## config.mk

```make
export PLATFORM = sky130hd
export DESIGN_NAME = hex_entry
export DESIGN_NICKNAME = d
export VERILOG_FILES = /design/src/rtl/hex_entry.sv
export SDC_FILE = /design/constraint.sdc
export NUM_CORES = 1
export LEC_CHECK = 0
export BUFFER_PORTS_ARGS = -buffer_cell sky130_fd_sc_hd__buf_2
export CAP_MARGIN = 10
export CORE_ASPECT_RATIO = 1.1
export CORE_UTILIZATION = 59
export CTS_BUF_LIST = sky130_fd_sc_hd__clkbuf_4
export DETAILED_ROUTE_END_ITERATION = 12
export MAX_ROUTING_LAYER = met4
export PLACE_DENSITY_LB_ADDON = 0.15
export SYNTH_ARGS = -nofsm -noshare
export SYNTH_HDL_FRONTEND = slang
export SYNTH_SLANG_ARGS = --single-unit
export TNS_END_PERCENT = 50
```

## constraint.sdc

```tcl
create_clock -name clk -period 5.15 [get_ports clk]
set_clock_uncertainty 0.2 [all_clocks]
set_input_delay 0.7725 -clock clk [delete_from_list [all_inputs] [get_ports clk]]
set_output_delay 0.7725 -clock clk [all_outputs]
set_load 0.005 [all_outputs]
```

## src/rtl/hex_entry.sv

```systemverilog
// hex_entry: button-driven hex editor for two 32-bit operands with nibble cursor, blink mask and up/down auto-repeat
module hex_entry #(
  parameter logic [31:0] INIT_A        = 32'h0000_0000,
  parameter logic [31:0] INIT_B        = 32'h0000_0000,
  parameter int          REPEAT_DELAY  = 50_000_000,
  parameter int          REPEAT_PERIOD = 10_000_000
) (
  input  logic        clk,
  input  logic        rst,
  input  logic [4:0]  btn_ok,
  input  logic        entry_en,
  input  logic        target_b,
  output logic [31:0] ai,
  output logic [31:0] bi,
  output logic [2:0]  cursor,
  output logic [7:0]  blink
);
  typedef enum logic [1:0] {IDLE, HOLD, REPEAT} state_t;
  localparam logic [31:0] DLY_END = 32'(REPEAT_DELAY - 1);
  localparam logic [31:0] PER_END = 32'(REPEAT_PERIOD - 1);
  state_t      state_q, state_d;
  logic [31:0] ai_q, ai_d, bi_q, bi_d, rcnt_q, rcnt_d, tgt, upd;
  logic [4:0]  btn_prev_q, btn_prev_d, press, sh;
  logic [3:0]  nib;
  logic [2:0]  cursor_q, cursor_d;
  logic [7:0]  blink_q, blink_d;
  logic        dir_q, dir_d, step, step_up, clr;
  // press decode with C > L > R > U > D priority, auto-repeat sequencing and target nibble update
  always_comb begin
    press      = btn_ok & ~btn_prev_q;
    btn_prev_d = btn_ok;
    ai_d       = ai_q;
    bi_d       = bi_q;
    cursor_d   = cursor_q;
    state_d    = state_q;
    rcnt_d     = rcnt_q;
    dir_d      = dir_q;
    step       = 1'b0;
    step_up    = dir_q;
    clr        = 1'b0;
    if (!entry_en) begin
      state_d = IDLE;
      rcnt_d  = '0;
    end else if (press[0]) begin
      clr     = 1'b1;
      state_d = IDLE;
    end else if (press[4]) begin
      cursor_d = cursor_q + 3'd1;
      state_d  = IDLE;
    end else if (press[2]) begin
      cursor_d = cursor_q - 3'd1;
      state_d  = IDLE;
    end else if (press[3] | press[1]) begin
      step    = 1'b1;
      step_up = press[3];
      dir_d   = press[3];
      state_d = HOLD;
      rcnt_d  = '0;
    end else if (state_q != IDLE) begin
      if (!(dir_q ? btn_ok[3] : btn_ok[1])) begin
        state_d = IDLE;
        rcnt_d  = '0;
      end else if (rcnt_q == (state_q == HOLD ? DLY_END : PER_END)) begin
        step    = 1'b1;
        state_d = REPEAT;
        rcnt_d  = '0;
      end else begin
        rcnt_d = rcnt_q + 32'd1;
      end
    end
    tgt          = target_b ? bi_q : ai_q;
    sh           = {cursor_q, 2'b00};
    nib          = tgt[sh +: 4];
    upd          = tgt;
    upd[sh +: 4] = step_up ? nib + 4'd1 : nib - 4'd1;
    upd          = clr ? '0 : upd;
    ai_d         = (step | clr) && !target_b ? upd : ai_d;
    bi_d         = (step | clr) && target_b ? upd : bi_d;
    blink_d      = entry_en ? 8'b1 << cursor_d : 8'h00;
  end
  // state registers; btn_prev resets to all-ones so a button held through reset is not a press
  always_ff @(posedge clk or posedge rst) begin
    if (rst) begin
      btn_prev_q <= 5'b11111;
      ai_q       <= INIT_A;
      bi_q       <= INIT_B;
      cursor_q   <= '0;
      blink_q    <= '0;
      state_q    <= IDLE;
      rcnt_q     <= '0;
      dir_q      <= 1'b0;
    end else begin
      btn_prev_q <= btn_prev_d;
      ai_q       <= ai_d;
      bi_q       <= bi_d;
      cursor_q   <= cursor_d;
      blink_q    <= blink_d;
      state_q    <= state_d;
      rcnt_q     <= rcnt_d;
      dir_q      <= dir_d;
    end
  end
  assign ai     = ai_q;
  assign bi     = bi_q;
  assign cursor = cursor_q;
  assign blink  = blink_q;
endmodule

```

### Word-level counts from Yosys, hierarchy flattened

Cells that the tools add are included.

* bits in registers: 115
* input bits: 9
* output and inout bits: 75
* word-level logic and storage cells: 78

* add/sub/neg operators: 6
* eq/ne operators: 8
* shifts and indexed selects: 4
* muxes and demuxes: 42
* bitwise gates (word level): 4
* reductions and logical operators: 6

Operators by type and width (number)
* $mux 32: 10
* $add 32x1->32 const B: 1
* $bwmux 32: 1
* $eq 32x26->1: 1
* $shift 4x7->32 const A: 1
* $shiftx 32x6->4: 1
* $shiftx 4x7->32: 1
* $mux 26: 1
* $mux 1: 16
* $mux 2: 8
* $mux 3: 4
* $mux 8: 1
* $shl 1x3->8 const A: 1
* $ne 7x6->1 const B: 1
* $neg 5->7: 1
* $ne 2x2->1 const B: 3
* $ne 6x1->1 const B: 1
* $and 5x5->5: 1
* $not 5->5: 1
* $add 4x1->4 const B: 1
* $mux 4: 1
* $reduce_and 4->1: 1
* $sub 4x1->4 const B: 1
* $add 3x1->3 const B: 1
* other kinds (8): 10

### Logic depth before layout (Yosys ltp)

* depth after elaboration: 13
* mapped depth: 14
* mapped depth without buffers: 12

### Worst setup path before layout

OpenSTA, ideal clock, no wires.

* kind: input to register
* start point: input target_b
* end point: register bi_q[23] (netlist: bi[23])
* setup time: 0.092 ns
* arrival time: 3.329 ns
* required time: 4.858 ns
* setup slack: 1.529 ns
* cell stages on the path: 14
* path buffers: 3
* cells stage by stage: buf_4 buf_2 mux2_2 nor2_1 a211oi_1 a31oi_1 mux2i_1 ha_1 nand2_1 nor3_1 a2111oi_2 xnor2_2 buf_6 o31ai_2

* longest elaborated chain between the ends: 7
* elaborated cells between the ends (all ways): 9
* those cells by class: add/sub: 2; shift: 2; mux: 4; reduce/logical: 1

RTL lines
* start: declaration: RTL line 12 `input logic target_b,`
* $mux 32: RTL line 71 `tgt = target_b ? bi_q : ai_q;`
* $shiftx 32x6->4: RTL line 73 `nib = tgt[sh +: 4];`
* $sub 4x1->4 / $add 4x1->4 (equally long branches): RTL line 75 `upd[sh +: 4] = step_up ? nib + 4'd1 : nib - 4'd1;`
* $mux 4: RTL line 75
* $shiftx 4x7->32: RTL line 75
* $bwmux 32: RTL line 75
* $mux 32: RTL line 76 `upd = clr ? '0 : upd;`
* end signal: assignment: RTL line 95 `bi_q <= bi_d;`
* end: declaration: RTL line 22 `logic [31:0] ai_q, ai_d, bi_q, bi_d, rcnt_q, rcnt_d, tgt, upd;`

Parallel ways exist; a longest one is shown, timed or not.
A chain may end at the register's enable or synchronous reset.

### Worst setup path after layout

* start point: register cursor_q[1] (netlist: cursor[1])
* end point: register ai_q[17] (netlist: ai[17])

* longest elaborated chain between the ends: 6
* elaborated cells between the ends (all ways): 9
* those cells by class: add/sub: 3; shift: 3; mux: 3

RTL lines
* start: declaration: RTL line 25 `logic [2:0] cursor_q, cursor_d;`
* start signal: assignment: RTL line 96 `cursor_q <= cursor_d;`
* $shiftx 32x6->4: RTL line 73
* $sub 4x1->4 / $add 4x1->4 (equally long branches): RTL line 75
* $mux 4: RTL line 75
* $shiftx 4x7->32: RTL line 75
* $bwmux 32 *: RTL line 75
* $mux 32 *: RTL line 76
* end signal: assignment: RTL line 94 `ai_q <= ai_d;`
* end: declaration: RTL line 22

Mark *: on every way between the ends. The rest lies on a longest branch, timed or not.

==> results by group <==
Placement
  – Placed Cells: 838
  – I/O Buffers: 83
  – RD Place Congestion: between 0.9 and 1
  – Dpl hpwl: 11,200 um

Critical path
  – Critical path arrival: 4.20 ns
  – Crit-path max FO: 18
  – Crit start category: flop
  – Worst Setup End Kind: flop
  – Cells on worst reg2reg path: 8
  – Worst Setup Path Type: flop to flop
  – CP required: around 5.4 ns

GRT
  – Total GRT Usage: 30.59%
  – First-pass GRT wire length: 25,800 um
  – Number of global-route vias before repair: 5,459
  – Pin count of the biggest net entering global routing: 74
  – Total grt overflow: 0
  – Initial antenna violation count: 0

Routing
  – TritonRoute pass-1 iters: 5
  – DRC violations left: 0
  – Routed wire per std cell: around 18 um
  – Via Count: 5,312
  – Post-DRT Antenna Nets: 0
  – DRT iter0 DRCs: between 200 and 300
  – Vias/cell: approximately 6
  – Detailed-route wire length: approximately 16,000 um

Power
  – Peak supply drop: between 200 and 300 uV
  – Pwr dens: around 500 mW/mm2
  – Leak pwr: 0.003511 uW

Timing
  – Final period utilization: about three quarters
  – Final Max Slew Viols: 0
  – Final Hold Violating Endpoints: 0
  – Tmin final: between 3 and 4 ns
  – Setup-failing EPs final: 0
  – Tightest Pin Transition: about 1.1 ns
  – Slew HR: 28.77%
  – RSZ-0062 raised after global routing: no
  – TNS Setup: 0 ns
  – Fmax: roughly 260 MHz

Logic synthesis
  – Register bit total from synthesis: about 120
  – Count leader, synth: dfrtp_1
  – Primary FF master, synth: dfrtp_1
  – Mean Syn Cell Area: a little over 10 um2
  – Synth area leaders: dfrtp_1 (43%), mux2i_1 (7.8%), mux2_1 (7.2%)
  – Cell variety after synth: 60
  – Cell taking the most area after synthesis: dfrtp_1
  – Syn_nets: roughly 650
  – Mapped cell area: ~0.0064 mm2
  – Ys Warns: 0
  – FFs w/ async S/R, synth: 100.0%
  – Cells after synthesis: about 640
  – Post-synth top cells: dfrtp_1 (110), nand2_1 (62), nor2_1 (62)
  – Post-synthesis sequential area ratio: 45.12%
  – Number of flops mapped to enable cells by yosys: 0
  – Area share of the largest cell type after synthesis: a little over two fifths

Layout
  – Layout cells sized above 1: around a fifth
  – Diode count: 0
  – Final nets: about 730
  – Layout area overhead: 13.43%
  – Layout Cells excl Fill: slightly below 900
  – Layout Utilization: just under 70%

CTS
  – PostCTS Resize Cnt: 0
  – CTS tree: done
  – Max clock buf depth: 2
  – Clk_lat worst skew: about 0.55 ns
  – Hold-fix buffers, CTS: 0
  – H-tree depth: 4
  – CTS buffer count: 17
  – CTS root buf: clkbuf_4
  – Postcts setup bufs: 0
  – Clk pin slew, worst setup/hold paths: about 0.10 ns
  – Sink Count: 115

Floorplan
  – DIE AREA: approximately 0.011 mm2
  – IO Count: 84
  – Die width: about 100 um
  – Std-Cell Rows: 39
  – Core area: 0.01044 mm2
  – Die Ht: roughly 110 um
  – Initial Util: around three fifths

Run
  – Max-cap violation count: 0

Min path
  – Worst Hold Class: primary input to flop
  – Hold path cells: 1

Status
  – Outcome: complete, no violations
power breakdown:
group	internal [uW]	switching, uW	total, uW
Clock	485	346	832
Sequential	1110	192	1300
Combinational	623	950	1570
layer usage:
layer  track usage, %  up-vias  share of wire (%)
met4            16.43        0                4.0
li1                 -     2472                  -
met1            33.83     2607                 38
met5                -        -                  0
met2            50.43      180                 52
met3            7.440       53                6.4
layout make-up:
type,count,area (um2)
repair buffers,91,475.5
well taps,143,178.9
fillers,835,3192
flip-flops and latches,115,2884
clock inverters,13,212.7
multi-input cells,475,3298
inverters,15,58.81
clock buffers,19,142.6
cells by family (layout without fill, tap and decap cells):
logic type | after synthesis | in the layout | share of synthesized area, %
compound gates | 119 | 119 | 11.84
simple gates | 228 | 228 | 17.19
fa+ha+maj | 10 | 10 | 2.075
buf+inv | 45 | 138 | 3.484
mux | 102 | 102 | 17.87
xor+xnor | 16 | 16 | 2.427
flops | 115 | 115 | 45.12
metrics by stage:
stage | setup slack [ns] | power (uW) | hold slack [ns] | cell area, um2
after floorplan | 1.142 | 2346 | 0.2490 | 6392
after global placement | 1.088 | 2812 | 0.2678 | 6888
after detailed placement | 0.9996 | 2872 | 0.2709 | 6888
after CTS | 1.315 | 3700 | 0.1156 | 7243
after global routing | 1.043 | 3931 | 0.1119 | 7251
final | 1.238 | 3707 | 0.1454 | 7251
worst max-delay path, cell delays in order (launching register included):
cell and delay (ns):
dfrtp_1 0.77, inv_2 0.27, ha_1 0.26, ha_1 0.41, or4b_2 0.60, a21oi_1 0.67, nor2_1 0.12, a211oi_1 0.36
mux2_1 0.19
cells in the final DEF (no fill, tap or decap), types with 11 or more instances in the layout:
cell	count
nand2_1	61
nor2_1	61
buf_2	83
nor3_1	14
inv_1	12
dfrtp_1	110
nand3_1	24
mux2i_1	50
o21ai_0	41
a21oi_1	12
o21ai_1	13
nand2b_1	12
clkbuf_4	19
mux2_1	41
o31ai_1	11
a211oi_1	13
worst paths after layout:
kind                            startpoint             to  slack, ns
max in group asynchronous              rst         ai[30]       3.46
worst max-delay path             cursor[1]         ai[17]       1.24
min in group asynchronous              rst     rcnt_q[17]       0.22
worst min-delay path             btn_ok[4]  btn_prev_q[4]       0.15
worst min register to register   rcnt_q[6]      rcnt_q[6]       0.29
worst max register to register   cursor[1]         ai[17]       1.24
flip-flops by register name, summed over array words and instances (netlist names):
signal	flops
ai	32
dir_q	1
bi	32
btn_prev_q	5
rcnt_q	32
state_q	2
cursor	3
blink	8
(Power assumes the default switching activity.)
